## src/rtl/seq_normalizer_if.sv

```systemverilog
// Valid/ready operand and result bundle for the left-shift normalizer.
// The master side feeds operands and accepts results; the slave side is the normalizer.
interface seq_normalizer_if #(
    parameter int DATA_WIDTH = 32,
    parameter int EXP_WIDTH  = 8,
    parameter int CNT_W      = $clog2(DATA_WIDTH + 1)
);
    logic                  in_valid;
    logic                  in_ready;
    logic [DATA_WIDTH-1:0] data_in;
    logic [EXP_WIDTH-1:0]  exp_in;
    logic                  out_valid;
    logic                  out_ready;
    logic [DATA_WIDTH-1:0] data_out;
    logic [EXP_WIDTH-1:0]  exp_out;
    logic [CNT_W-1:0]      shift_cnt;
    logic                  zero;
    logic                  denorm;

    modport master (
        output in_valid, data_in, exp_in, out_ready,
        input  in_ready, out_valid, data_out, exp_out, shift_cnt, zero, denorm
    );

    modport slave (
        input  in_valid, data_in, exp_in, out_ready,
        output in_ready, out_valid, data_out, exp_out, shift_cnt, zero, denorm
    );
endinterface

```

## src/rtl/seq_normalizer.sv

```systemverilog
// Iterative left-shift normalizer: shifts the mantissa up until its MSB is set or the
// exponent bottoms out at 1, one shift action per cycle, one operand in flight.
module seq_normalizer #(
    parameter int DATA_WIDTH = 32,
    parameter int EXP_WIDTH  = 8,
    parameter int STEP       = 1,
    localparam int CNT_W     = $clog2(DATA_WIDTH + 1)
) (
    input logic              clk,
    input logic              rst_n,
    seq_normalizer_if.slave  bus
);
    generate
        if (DATA_WIDTH < 4 || !(STEP == 1 || STEP == 2 || STEP == 4) || STEP >= DATA_WIDTH) begin : g_bad_cfg
            $error("seq_normalizer: illegal DATA_WIDTH/STEP combination");
        end
    endgenerate

    localparam int                   MSB    = DATA_WIDTH - 1;
    localparam logic [EXP_WIDTH-1:0] STEP_E = EXP_WIDTH'(STEP);
    localparam logic [EXP_WIDTH-1:0] ONE_E  = EXP_WIDTH'(1);
    localparam logic [CNT_W-1:0]     STEP_C = CNT_W'(STEP);
    localparam logic [CNT_W-1:0]     ONE_C  = CNT_W'(1);

    typedef enum logic [1:0] {IDLE, SHIFT, DONE} state_t;

    state_t                state, state_d;
    logic [DATA_WIDTH-1:0] m, m_d;
    logic [EXP_WIDTH-1:0]  e, e_d;
    logic [CNT_W-1:0]      cnt, cnt_d;
    logic                  ld;
    logic [EXP_WIDTH-1:0]  exp_o_d;
    logic                  zero_d, denorm_d;
    logic                  top_zero;

    assign top_zero      = (m[MSB -: STEP] == '0);
    assign bus.in_ready  = (state == IDLE);
    assign bus.out_valid = (state == DONE);

    always_ff @(posedge clk or negedge rst_n) begin
        if (!rst_n) begin
            state <= IDLE;
            m     <= '0;
            e     <= '0;
            cnt   <= '0;
        end else begin
            state <= state_d;
            m     <= m_d;
            e     <= e_d;
            cnt   <= cnt_d;
        end
    end

    // Result registers load once on entry to DONE and then hold, even past the handshake.
    always_ff @(posedge clk or negedge rst_n) begin
        if (!rst_n) begin
            bus.data_out  <= '0;
            bus.exp_out   <= '0;
            bus.shift_cnt <= '0;
            bus.zero      <= 1'b0;
            bus.denorm    <= 1'b0;
        end else if (ld) begin
            bus.data_out  <= m;
            bus.exp_out   <= exp_o_d;
            bus.shift_cnt <= cnt;
            bus.zero      <= zero_d;
            bus.denorm    <= denorm_d;
        end
    end

    always_comb begin
        state_d  = state;
        m_d      = m;
        e_d      = e;
        cnt_d    = cnt;
        ld       = 1'b0;
        exp_o_d  = e;
        zero_d   = 1'b0;
        denorm_d = 1'b0;
        case (state)
            IDLE: begin
                if (bus.in_valid) begin
                    m_d     = bus.data_in;
                    e_d     = bus.exp_in;
                    cnt_d   = '0;
                    state_d = SHIFT;
                end
            end
            SHIFT: begin
                if (m == '0) begin
                    ld      = 1'b1;
                    zero_d  = 1'b1;
                    exp_o_d = '0;
                    state_d = DONE;
                end else if (e == '0) begin
                    ld       = 1'b1;
                    denorm_d = 1'b1;
                    state_d  = DONE;
                end else if (STEP > 1 && top_zero && e > STEP_E) begin
                    // Coarse step only while the exponent can absorb it without dropping below 1.
                    m_d   = m << STEP;
                    e_d   = e - STEP_E;
                    cnt_d = cnt + STEP_C;
                end else if (!m[MSB] && e > ONE_E) begin
                    m_d   = m << 1;
                    e_d   = e - ONE_E;
                    cnt_d = cnt + ONE_C;
                end else begin
                    ld       = 1'b1;
                    denorm_d = ~m[MSB];
                    state_d  = DONE;
                end
            end
            DONE: begin
                if (bus.out_ready) state_d = IDLE;
            end
            default: state_d = IDLE;
        endcase
    end
endmodule

```

## src/flat_wrapper.sv

```systemverilog
// flat-port wrapper written by rule: the top's interface ports become plain ports
module seq_normalizer_flat 
#(
    parameter int DATA_WIDTH = 32,
    parameter int EXP_WIDTH  = 8,
    parameter int STEP       = 1,
    localparam int CNT_W     = $clog2(DATA_WIDTH + 1)
)
  (clk, rst_n, bus_in_valid, bus_data_in, bus_exp_in, bus_out_ready, bus_in_ready, bus_out_valid, bus_data_out, bus_exp_out, bus_shift_cnt, bus_zero, bus_denorm);
  seq_normalizer_if #(.DATA_WIDTH(DATA_WIDTH), .EXP_WIDTH(EXP_WIDTH)) bus_i ();
  input logic clk;
  input logic rst_n;
  input wire logic [$bits(bus_i.in_valid)-1:0] bus_in_valid;
  input wire logic [$bits(bus_i.data_in)-1:0] bus_data_in;
  input wire logic [$bits(bus_i.exp_in)-1:0] bus_exp_in;
  input wire logic [$bits(bus_i.out_ready)-1:0] bus_out_ready;
  output wire logic [$bits(bus_i.in_ready)-1:0] bus_in_ready;
  output wire logic [$bits(bus_i.out_valid)-1:0] bus_out_valid;
  output wire logic [$bits(bus_i.data_out)-1:0] bus_data_out;
  output wire logic [$bits(bus_i.exp_out)-1:0] bus_exp_out;
  output wire logic [$bits(bus_i.shift_cnt)-1:0] bus_shift_cnt;
  output wire logic [$bits(bus_i.zero)-1:0] bus_zero;
  output wire logic [$bits(bus_i.denorm)-1:0] bus_denorm;
  assign bus_i.in_valid = bus_in_valid;
  assign bus_i.data_in = bus_data_in;
  assign bus_i.exp_in = bus_exp_in;
  assign bus_i.out_ready = bus_out_ready;
  assign bus_in_ready = bus_i.in_ready;
  assign bus_out_valid = bus_i.out_valid;
  assign bus_data_out = bus_i.data_out;
  assign bus_exp_out = bus_i.exp_out;
  assign bus_shift_cnt = bus_i.shift_cnt;
  assign bus_zero = bus_i.zero;
  assign bus_denorm = bus_i.denorm;
  seq_normalizer #(.DATA_WIDTH(DATA_WIDTH), .EXP_WIDTH(EXP_WIDTH), .STEP(STEP)) u_core (.clk(clk), .rst_n(rst_n), .bus(bus_i));
endmodule
```

## config.mk

```make
export PLATFORM = sky130hd
export DESIGN_NAME = seq_normalizer_flat
export DESIGN_NICKNAME = d
export VERILOG_FILES = /design/src/rtl/seq_normalizer_if.sv /design/src/rtl/seq_normalizer.sv /design/src/flat_wrapper.sv
export SDC_FILE = /design/constraint.sdc
export NUM_CORES = 1
export LEC_CHECK = 0
export ABC_AREA = 1
export CAP_MARGIN = 20
export CORE_MARGIN = 4
export CORE_UTILIZATION = 42
export CTS_CLUSTER_DIAMETER = 100
export DETAILED_ROUTE_END_ITERATION = 7
export PLACE_DENSITY = 0.75
export SKIP_CTS_REPAIR_TIMING = 1
export SLEW_MARGIN = 20
export SYNTH_ARGS = -nofsm -noshare
export SYNTH_HDL_FRONTEND = slang
export SYNTH_SLANG_ARGS = --single-unit
```

## constraint.sdc

```tcl
create_clock -name clk -period 1.6 [get_ports clk]
set_input_delay 0.32 -clock clk [delete_from_list [all_inputs] [get_ports clk]]
set_output_delay 0.32 -clock clk [all_outputs]
set_load 0.03 [all_outputs]
```

==> results.json <==
{
  "setup_viol": 95,
  "clock_tree.buffer_depth": 2,
  "fin_crit_sh_pct": 109.1,
  "p_leak_nw": 4.213,
  "critPathMaxFanout": 11,
  "postRouteAntennaNets": 0,
  "worst_setup_path_end_kind": "flop",
  "antenna_found_initial": 0,
  "grt_max_degree": 57,
  "ys_warn_count": 0,
  "die_h_um": 114.2,
  "cp_slowest_cell": "dfrtp_1",
  "place_congestion": 0.8260,
  "synth_area_um2": 4736,
  "grt_setup_unrepaired": "true",
  "seq_power_share_pct": 26.2,
  "io_buffers": 93,
  "required_ns": 1.85,
  "wl_um": 14240,
  "final_layout_size_suffix_gt1_share_pct": 20.95,
  "clock_sinks": 96,
  "numCtsBuffers": 9,
  "fillers": 899,
  "finalCriticalPeriod_ns": 1.745,
  "num_vias": 4552,
  "synth.distinct_cells": 25,
  "grt_usage_pct": 20.11,
  "synthesis.nets": 644,
  "p_sw_w": 0.006667,
  "viasPerCell": 5.092,
  "multiInputGateArea_um2": 2098,
  "vdd.ir_drop.worst_v": 0.001088,
  "final_max_slew_viol_count": 0,
  "clockRootBuffer": "clkbuf_16",
  "r2r_cells": 11,
  "grt_pass1_wl_um": 21180,
  "hold_class": "primary input to async pin",
  "cap_violations": 0,
  "slowest_delay_ns": 0.39,
  "hpwl_um": 8908,
  "syn_avg_cell_area_um2": 7.946,
  "cts_tree": "built",
  "cp.depth": 11,
  "drc": 0,
  "grt_pass1_vias": 4491,
  "relSlewSlack_pct": 76.89,
  "setup_slack_ns": -0.1453,
  "area_growth_pct": 51.23,
  "firstDrtPassIters": 5,
  "hold_viol": 0,
  "crit_family": "simple AND/OR/NAND/NOR gates",
  "dieArea_um2": 13040,
  "fmax_mhz": 573.0,
  "crit_path_start": "u_core.e[1]",
  "initialDrtViolationCount": 337,
  "syn_inst": 596,
  "initial_utilization_pct": 43.31,
  "htreeDepth": 3,
  "yosysSeqAreaShare_pct": 50.73,
  "finalNetCount": 798,
  "total_power_w": 0.01538,
  "die_width_um": 114.2,
  "violations": "setup timing",
  "grt-ovfl-total": 0,
  "crit_path_cell_trace": "inv_2 -> ha_2 -> nor2_1 -> nor2_1 -> nand2_2 -> nand2_2 -> nor2_4 -> nand2_4 -> nand2_8 -> clkbuf_16 -> o21ai_1",
  "p_comb_share_pct": 58.6,
  "synth-seq-cells": 96,
  "status": "finished with violations",
  "tightest_slew_ns": 0.3460,
  "start_kind": "flop",
  "crit_type": "flop to flop",
  "clk_latency_ns": 0.34,
  "crit_buf_inv": 2,
  "regArea_um2": 2402,
  "swShare_pct": 43.36,
  "clock_skew_ns": 0.006350,
  "internal_power_w": 0.008710,
  "clk_pin_slew_ns": 0.07,
  "ios": 94,
  "power_density_nw_per_um2": 2147,
  "final_util_pct": 65.49,
  "rows": 38,
  "clkPwrFrac_pct": 15.2,
  "crit-reg2reg-launch": "u_core.e[1]",
  "core_um2": 10940,
  "wire_per_inst_um": 15.93,
  "antenna-diode-count": 0,
  "critPathArrivalTime_ns": 2.00
}
==> logic make-up after synthesis <==
group                      Yosys count  synth area share, %
adders and majority gates            4                1.057
and+or+nand+nor                    324                30.25
DFF                                 96                50.73
buffers and inverters               83                8.507
AOI/OAI and AO/OA                   89                9.458
==> worst paths after layout <==
check	to	slack, ns
max	u_core.bus.data_out[6]	-0.15
min	u_core.bus.data_out[2]	0.37
max reg2reg	u_core.bus.data_out[6]	-0.15
min reg2reg	u_core.bus.data_out[18]	0.48
max in group asynchronous	u_core.bus.data_out[24]	0.73
min in group clk	u_core.bus.data_out[18]	0.48
==> through the flow <==
| stage | setup TNS, ns | cell area, µm² | hold WS (ns) | worst slack [ns] | instances |
|---|---|---|---|---|---|
| 2_1_floorplan | -0.6241 | 4763 | 0.02441 | -0.01852 | 596 |
| 3_3_place_gp | -6.440 | 6320 | 0.1816 | -0.07948 | 865 |
| 3_5_place_dp | -7.811 | 6320 | 0.1850 | -0.1001 | 865 |
| 4_1_cts | -16.14 | 6640 | -0.1830 | -0.3075 | 880 |
| 5_1_grt | -17.58 | 7162 | 0.3871 | -0.2406 | 894 |
| 6_report | -7.690 | 7162 | 0.3708 | -0.1453 | 894 |
==> layer usage <==
| layer | vias up | track usage, % | share of wire (%) |
|---|---|---|---|
| li1 | 2209 | - | - |
| met1 | 2193 | 26.40 | 42 |
| met2 | 131 | 33.76 | 51 |
| met3 | 19 | 4.281 | 5.4 |
| met4 | 0 | 5.622 | 1.4 |
| met5 | - | 0 | 0 |
==> cell usage after synthesis <==
master	number	area share [%]
a21oi_1	5	0.53
buf_2	10	1.1
buf_6	4	0.95
buf_4	10	1.6
inv_2	4	0.32
buf_8	1	0.32
nand3_4	1	0.37
o21ai_0	31	3.3
nor3_1	3	0.32
clkbuf_1	8	0.63
ha_1	4	1.1
nand3_1	42	4.4
o21ai_1	52	5.5
dfrtp_1	96	51
nor3_2	1	0.21
o31ai_1	1	0.16
nand2_4	3	0.71
nor4_1	1	0.13
inv_1	46	3.6
nand4_1	2	0.26
nand3_2	14	3.0
nor2_1	31	2.5
nand2_2	3	0.40
nand2_1	221	18
nor2_4	2	0.48
==> area by class of cell <==
cell class | count | area share, %
sequential | 96 | 33.54
multi-input combinational | 418 | 29.30
timing repair buffer | 175 | 27.62
clock buffer | 10 | 3.337
inverter | 50 | 2.621
tap | 140 | 2.446
clock inverter | 5 | 1.136
==> cells in the final DEF (no fill, tap or decap), types with 2 or more instances in the layout <==
cell	netlist	layout
dfrtp_1	96	96
dlymetal6s2s_1	0	49
nand3_2	14	19
o21ai_0	31	31
o21ai_2	0	10
buf_12	0	12
nand4_1	2	2
nand2_8	0	2
a21oi_1	5	5
nand3_1	42	36
nand2_1	221	215
inv_2	4	6
o21ai_1	52	42
nand2_2	3	8
nor3_1	3	2
inv_1	46	44
buf_4	10	61
clkdlybuf4s50_1	0	42
nand3_4	1	2
bufinv_16	0	2
nand2_4	3	3
nor2_4	2	3
clkbuf_16	0	18
nor2_1	31	28
nor2_2	0	2
ha_1	4	2
==> power groups by stage <==
stage / logic [W] / clock network, W / registers, W
floorplan: 0.00384 / 0 / 0.00488
finish: 0.00902 / 0.00233 / 0.00403
global placement: 0.00777 / 0 / 0.00401
detailed placement: 0.00793 / 0 / 0.00405
global route: 0.00987 / 0.00247 / 0.00415
CTS: 0.00800 / 0.00235 / 0.00403
==> flip-flops by register name (all words and copies together), names as in the netlist <==
name	flops
u_core.bus.exp_out	8
u_core.e	8
u_core.m	32
u_core.state	2
u_core.bus.denorm	1
u_core.cnt	6
u_core.bus.data_out	32
u_core.bus.shift_cnt	6
u_core.bus.zero	1
Power figures use the tool's default switching activity.
==> RTL change 1: new RTL, same settings <==
Make the reset (`rst_n`) synchronous in 2 clocked blocks.
--- a/src/rtl/seq_normalizer.sv
+++ b/src/rtl/seq_normalizer.sv
@@ -37,7 +37,7 @@
     assign bus.in_ready  = (state == IDLE);
     assign bus.out_valid = (state == DONE);
 
-    always_ff @(posedge clk or negedge rst_n) begin
+    always_ff @(posedge clk) begin
         if (!rst_n) begin
             state <= IDLE;
             m     <= '0;
@@ -52,7 +52,7 @@
     end
 
     // Result registers load once on entry to DONE and then hold, even past the handshake.
-    always_ff @(posedge clk or negedge rst_n) begin
+    always_ff @(posedge clk) begin
         if (!rst_n) begin
             bus.data_out  <= '0;
             bus.exp_out   <= '0;
Formal check against the unedited RTL: differs if rst_n is asserted again (counterexample within 4 cycles, from zero or initial values and one cycle with rst_n low); with rst_n held inactive, the same outputs for 4 cycles.
==> RTL change 1 against the unedited design <==
Sequential share of layout area shrank 5.4 points; wire length decreased by 3.4%; sequential cell count unchanged; critical endpoint is now u_core.m[31]; the flow still finishes with violations (negative setup slack); count of clock-buffer cells in the layout grew 1; largest power group unchanged; synthesized area fell by 1.6%; highest routed layer unchanged; final area decreased by 4.5%; power is 40% lower; non-clock buffer count down 8; worst setup slack worse by 0.15 ns; utilization decreased by 2.4 points; combinational power fell by 50%; worst hold slack improved by 0.088 ns; synthesized cell count is 18% higher.
==> RTL change 1: results (changes against the unedited design) <==
[timing]
clock_skew_ns = 0.01235  ; +0.005999 ns
finalSetupViolCount = 96  ; +1.1%
max-slew-margin-rel_pct = 65.58  ; -11 points
setup_ws_ns = -0.2942  ; -0.1489 ns

[drt]
dr.first_iter.drc_count = 290  ; -14%
drt_pre_antenna_iters = 4  ; -1
met3_length_um = 864  ; +13%
met1Wirelength_mm = 5.863  ; -2.4%

[power_and_ir_drop]
p_int_mw = 5.472  ; -37%
cellLeakagePower_nw = 3.753  ; -11%
finalPower_mw = 9.188  ; -40%
irDropWorstVdd_v = 0.0007802  ; -28%
power_frac_seq_pct = 33.2  ; +7.0 points

[setup_path]
cp_slowest_stage_delay_ns = 0.36  ; -0.03 ns
critPathSlowestCell = dfxtp_2

[synth]
synth_fp_nets = 749  ; +16%
synth_commonest_cells = 173 x nand2_1, 96 x dfxtp_1, 92 x a21oi_1, 85 x nand3_1, 78 x nor2_1
synthTopCellsByArea = dfxtp_1 41%, nand2_1 14%, a21oi_1 9.9%
synth_compound_area_share_pct = 14.61  ; +5.2 points
synth_ff_type = dfxtp_1
synth_fa_ha_area_share_pct = 1.074  ; +0.018 points
syn_avg_cell_area_sq_um = 6.645  ; -16%

[finish]
nets = 877  ; +9.9%
fin_cells = 973  ; +8.8%

[placement]
place_congestion = 0.8217  ; -0.52%

[outcome]
violations = negative setup slack
status = complete, but fails checks

[clock_network]
clk_latency_ns = 0.36  ; +0.02 ns

[grt]
grt_max_degree = 52  ; -8.8%
use_met1_pct = 24.43  ; -2.0 points
grt_pass1_wl_mm = 20.86  ; -1.5%
grt_pass1_vias = 4694  ; +4.5%
grtUsageMet2_pct = 33.93  ; +0.16 points

[worst_hold_path]
worst_hold_path_type = reg2reg

-- RTL change 1: cell types whose count changed after synthesis, moves of 8 or more --
cell      before  now
a21oi_1        5   92
clkbuf_1       8   22
dfrtp_1       96    0
dfxtp_1        0   96
nand2_1      221  173
nand3_1       42   85
nand3_2       14    0
nand4_1        2   10
nor2_1        31   78
o21ai_0       31   41
o21ai_1       52    0
-- RTL change 1: per-stage QoR --
| stage | hold WS (ns) | setup TNS [ns] | cell area (sq um) | worst slack [ns] |
|---|---|---|---|---|
| 6_report | 0.4590 | -16.01 | 6843 | -0.2942 |
| 5_1_grt | 0.4817 | -25.98 | 6843 | -0.3869 |
| 4_1_cts | 0.4636 | -15.37 | 6379 | -0.1871 |
| 3_5_place_dp | 0.4505 | -7.323 | 6182 | -0.1699 |
| 3_3_place_gp | 0.4478 | -4.621 | 6182 | -0.1244 |
| 2_1_floorplan | 0.4610 | 0 | 4765 | 0.002224 |
-- RTL change 1: final timing paths --
| kind | startpoint | endpoint | slack, ns |
|---|---|---|---|
| worst max register to register | u_core.e[0] | u_core.m[31] | -0.29 |
| worst min-delay path | u_core.bus.data_out[2] | u_core.bus.data_out[2] | 0.46 |
| worst max-delay path | u_core.e[0] | u_core.m[31] | -0.29 |
| worst min register to register | u_core.bus.data_out[2] | u_core.bus.data_out[2] | 0.46 |
-- RTL change 1: area by class of cell --
| class | count | area [sq um] |
|---|---|---|
| tap | 140 | 175.2 |
| sequential | 96 | 1926 |
| inverter | 57 | 216.5 |
| timing repair buffer | 167 | 1794 |
| fill | 960 | 3998 |
| clock inverter | 4 | 55.05 |
| clock buffer | 11 | 141.4 |
| multi-input combinational | 498 | 2535 |
==> RTL change 2: new RTL, same flow settings <==
Without the edit above. `DATA_WIDTH` is set to 32 in 3 places; all go to 16.
--- a/src/rtl/seq_normalizer_if.sv
+++ b/src/rtl/seq_normalizer_if.sv
@@ -1,7 +1,7 @@
 // Valid/ready operand and result bundle for the left-shift normalizer.
 // The master side feeds operands and accepts results; the slave side is the normalizer.
 interface seq_normalizer_if #(
-    parameter int DATA_WIDTH = 32,
+    parameter int DATA_WIDTH = 16,
     parameter int EXP_WIDTH  = 8,
     parameter int CNT_W      = $clog2(DATA_WIDTH + 1)
 );
--- a/src/rtl/seq_normalizer.sv
+++ b/src/rtl/seq_normalizer.sv
@@ -1,7 +1,7 @@
 // Iterative left-shift normalizer: shifts the mantissa up until its MSB is set or the
 // exponent bottoms out at 1, one shift action per cycle, one operand in flight.
 module seq_normalizer #(
-    parameter int DATA_WIDTH = 32,
+    parameter int DATA_WIDTH = 16,
     parameter int EXP_WIDTH  = 8,
     parameter int STEP       = 1,
     localparam int CNT_W     = $clog2(DATA_WIDTH + 1)
--- a/src/flat_wrapper.sv
+++ b/src/flat_wrapper.sv
@@ -1,7 +1,7 @@
 // flat-port wrapper written by rule: the top's interface ports become plain ports
 module seq_normalizer_flat 
 #(
-    parameter int DATA_WIDTH = 32,
+    parameter int DATA_WIDTH = 16,
     parameter int EXP_WIDTH  = 8,
     parameter int STEP       = 1,
     localparam int CNT_W     = $clog2(DATA_WIDTH + 1)
Interface: changed (resized bus_data_in, bus_data_out and bus_shift_cnt); port bits go from 94 to 61. No check against the original RTL was run, so the function may have changed too.
==> RTL change 2 against the unedited design <==
The run still ends with negative setup slack left; worst setup slack got worse by 0.026 ns; utilization rose by 2.4 points; wire length is 33% lower; sequential cell count decreased by 34; final area shrank 31%; via count fell by 32%; clock skew grew 0.0013 ns; synthesized area shrank 32%; power is 29% lower; sequential share of layout area fell by 2.4 points; count of clock-buffer cells in the layout is 2 higher; critical path type unchanged; highest routed layer unchanged.
==> RTL change 2: results (changes against the unedited design) <==
[power_and_ir_drop]
irDropWorstVdd_v = 0.001251  ; +15%
cellLeakagePower_nw = 2.910  ; -31%
seq_cell_power_mw = 2.85  ; -29%
p_switching_mw = 5.083  ; -24%
power_frac_seq_pct = 26.0  ; -0.2 points

[drt]
wl_met2_mm = 4.883  ; -33%
via_per_inst = 5.134  ; +0.82%
met1Wirelength_mm = 3.906  ; -35%
dr.first_iter.drc_count = 195  ; -42%
drt-total-wl_mm = 9.476  ; -33%
met3_length_um = 521  ; -32%

[synth]
synth_commonest_cells = 180 x nand2_1, 62 x dfrtp_1, 61 x nand3_1, 30 x nor2_1, 12 x nand2_2
synth_fp_nets = 449  ; -30%
synth_xor_area_share_pct = 0.8194  ; +0.82 points
synthTopCellsByArea = dfrtp_1 48%, nand2_1 21%, nand3_1 9.5%
synth_compound_area_share_pct = 2.341  ; -7.1 points
ys_ff_latch = 62  ; -35%
synth_fa_ha_area_share_pct = 1.561  ; +0.50 points
ys_seq_area_share_pct = 48.38  ; -2.3 points
synthDistinctLibCells = 26  ; +4.0%

[placement]
port_buffers = 60  ; -35%
dpl.cell_count = 580  ; -33%
dp_slack_ns = -0.1223  ; -0.02227 ns
postPlaceCellArea_sq_um = 4101  ; -35%
dp_hpwl_mm = 5.663  ; -36%

[grt]
use_met3_pct = 4.025  ; -0.26 points
grt_pass1_wl_mm = 13.59  ; -36%
grt_max_degree = 30  ; -47%
use_met1_pct = 25.97  ; -0.43 points
grtUsageMet2_pct = 30.90  ; -2.9 points
grt_pass1_vias = 2874  ; -36%
grtUsageTotal_pct = 19.33  ; -0.78 points

[clock_network]
clockRootBuffer = clkbuf_8

[finish]
signal_buffers = 97  ; -45%
reg_top3 = u_core.bus.data_out (16), u_core.m (16)
multi_input_gates = 317  ; -24%
fillers = 537  ; -40%
drive_above_1_share_pct = 31.76  ; +11 points
fin_util_pct = 67.88  ; +2.4 points
nets = 535  ; -33%
multi_input_area_share_pct = 36.71  ; +7.4 points
sh_seq_area_pct = 31.18  ; -2.4 points
inverters = 16  ; -68%
clkbuf_count = 12  ; +2
layout.nonclk_buf_share_pct = 24.14  ; -3.5 points

[timing]
clock_skew_ns = 0.007673  ; +0.001323 ns
tightest_slew_ns = 0.3953  ; +0.04924 ns
setup_ws_ns = -0.1716  ; -0.02625 ns
finalSetupViolCount = 62  ; -35%
finalCritPeriodShare_pct = 110.7  ; +1.6 points

[setup_path]
cp_slowest_stage_delay_ns = 0.44  ; +0.05 ns
crit_fanout = 8  ; -3
worstPathArrival_ns = 2.05  ; +0.05 ns

[outcome]
status = complete, but fails checks
violations = negative setup slack

[floorplanning]
core_region_area_sq_um = 7331  ; -33%

-- RTL change 2: cell count changes after synthesis, moves of 8 or more --
| cell | change |
|---|---|
| buf_4 | -8 |
| nand2_1 | -41 |
| dfrtp_1 | -34 |
| inv_1 | -37 |
| nand2_2 | +9 |
| o21ai_1 | -50 |
| o21ai_0 | -26 |
| nand3_1 | +19 |
| nand3_2 | -12 |
-- RTL change 2: final timing paths --
check	from	endpoint	slack (ns)
max	u_core.e[0]	u_core.e[0]	-0.17
min	rst_n	u_core.bus.shift_cnt[1]	0.44
max reg2reg	u_core.e[0]	u_core.e[0]	-0.17
min reg2reg	u_core.bus.shift_cnt[3]	u_core.bus.shift_cnt[3]	0.47
max in group asynchronous	rst_n	u_core.bus.data_out[7]	0.66
min in group clk	u_core.bus.shift_cnt[3]	u_core.bus.shift_cnt[3]	0.47
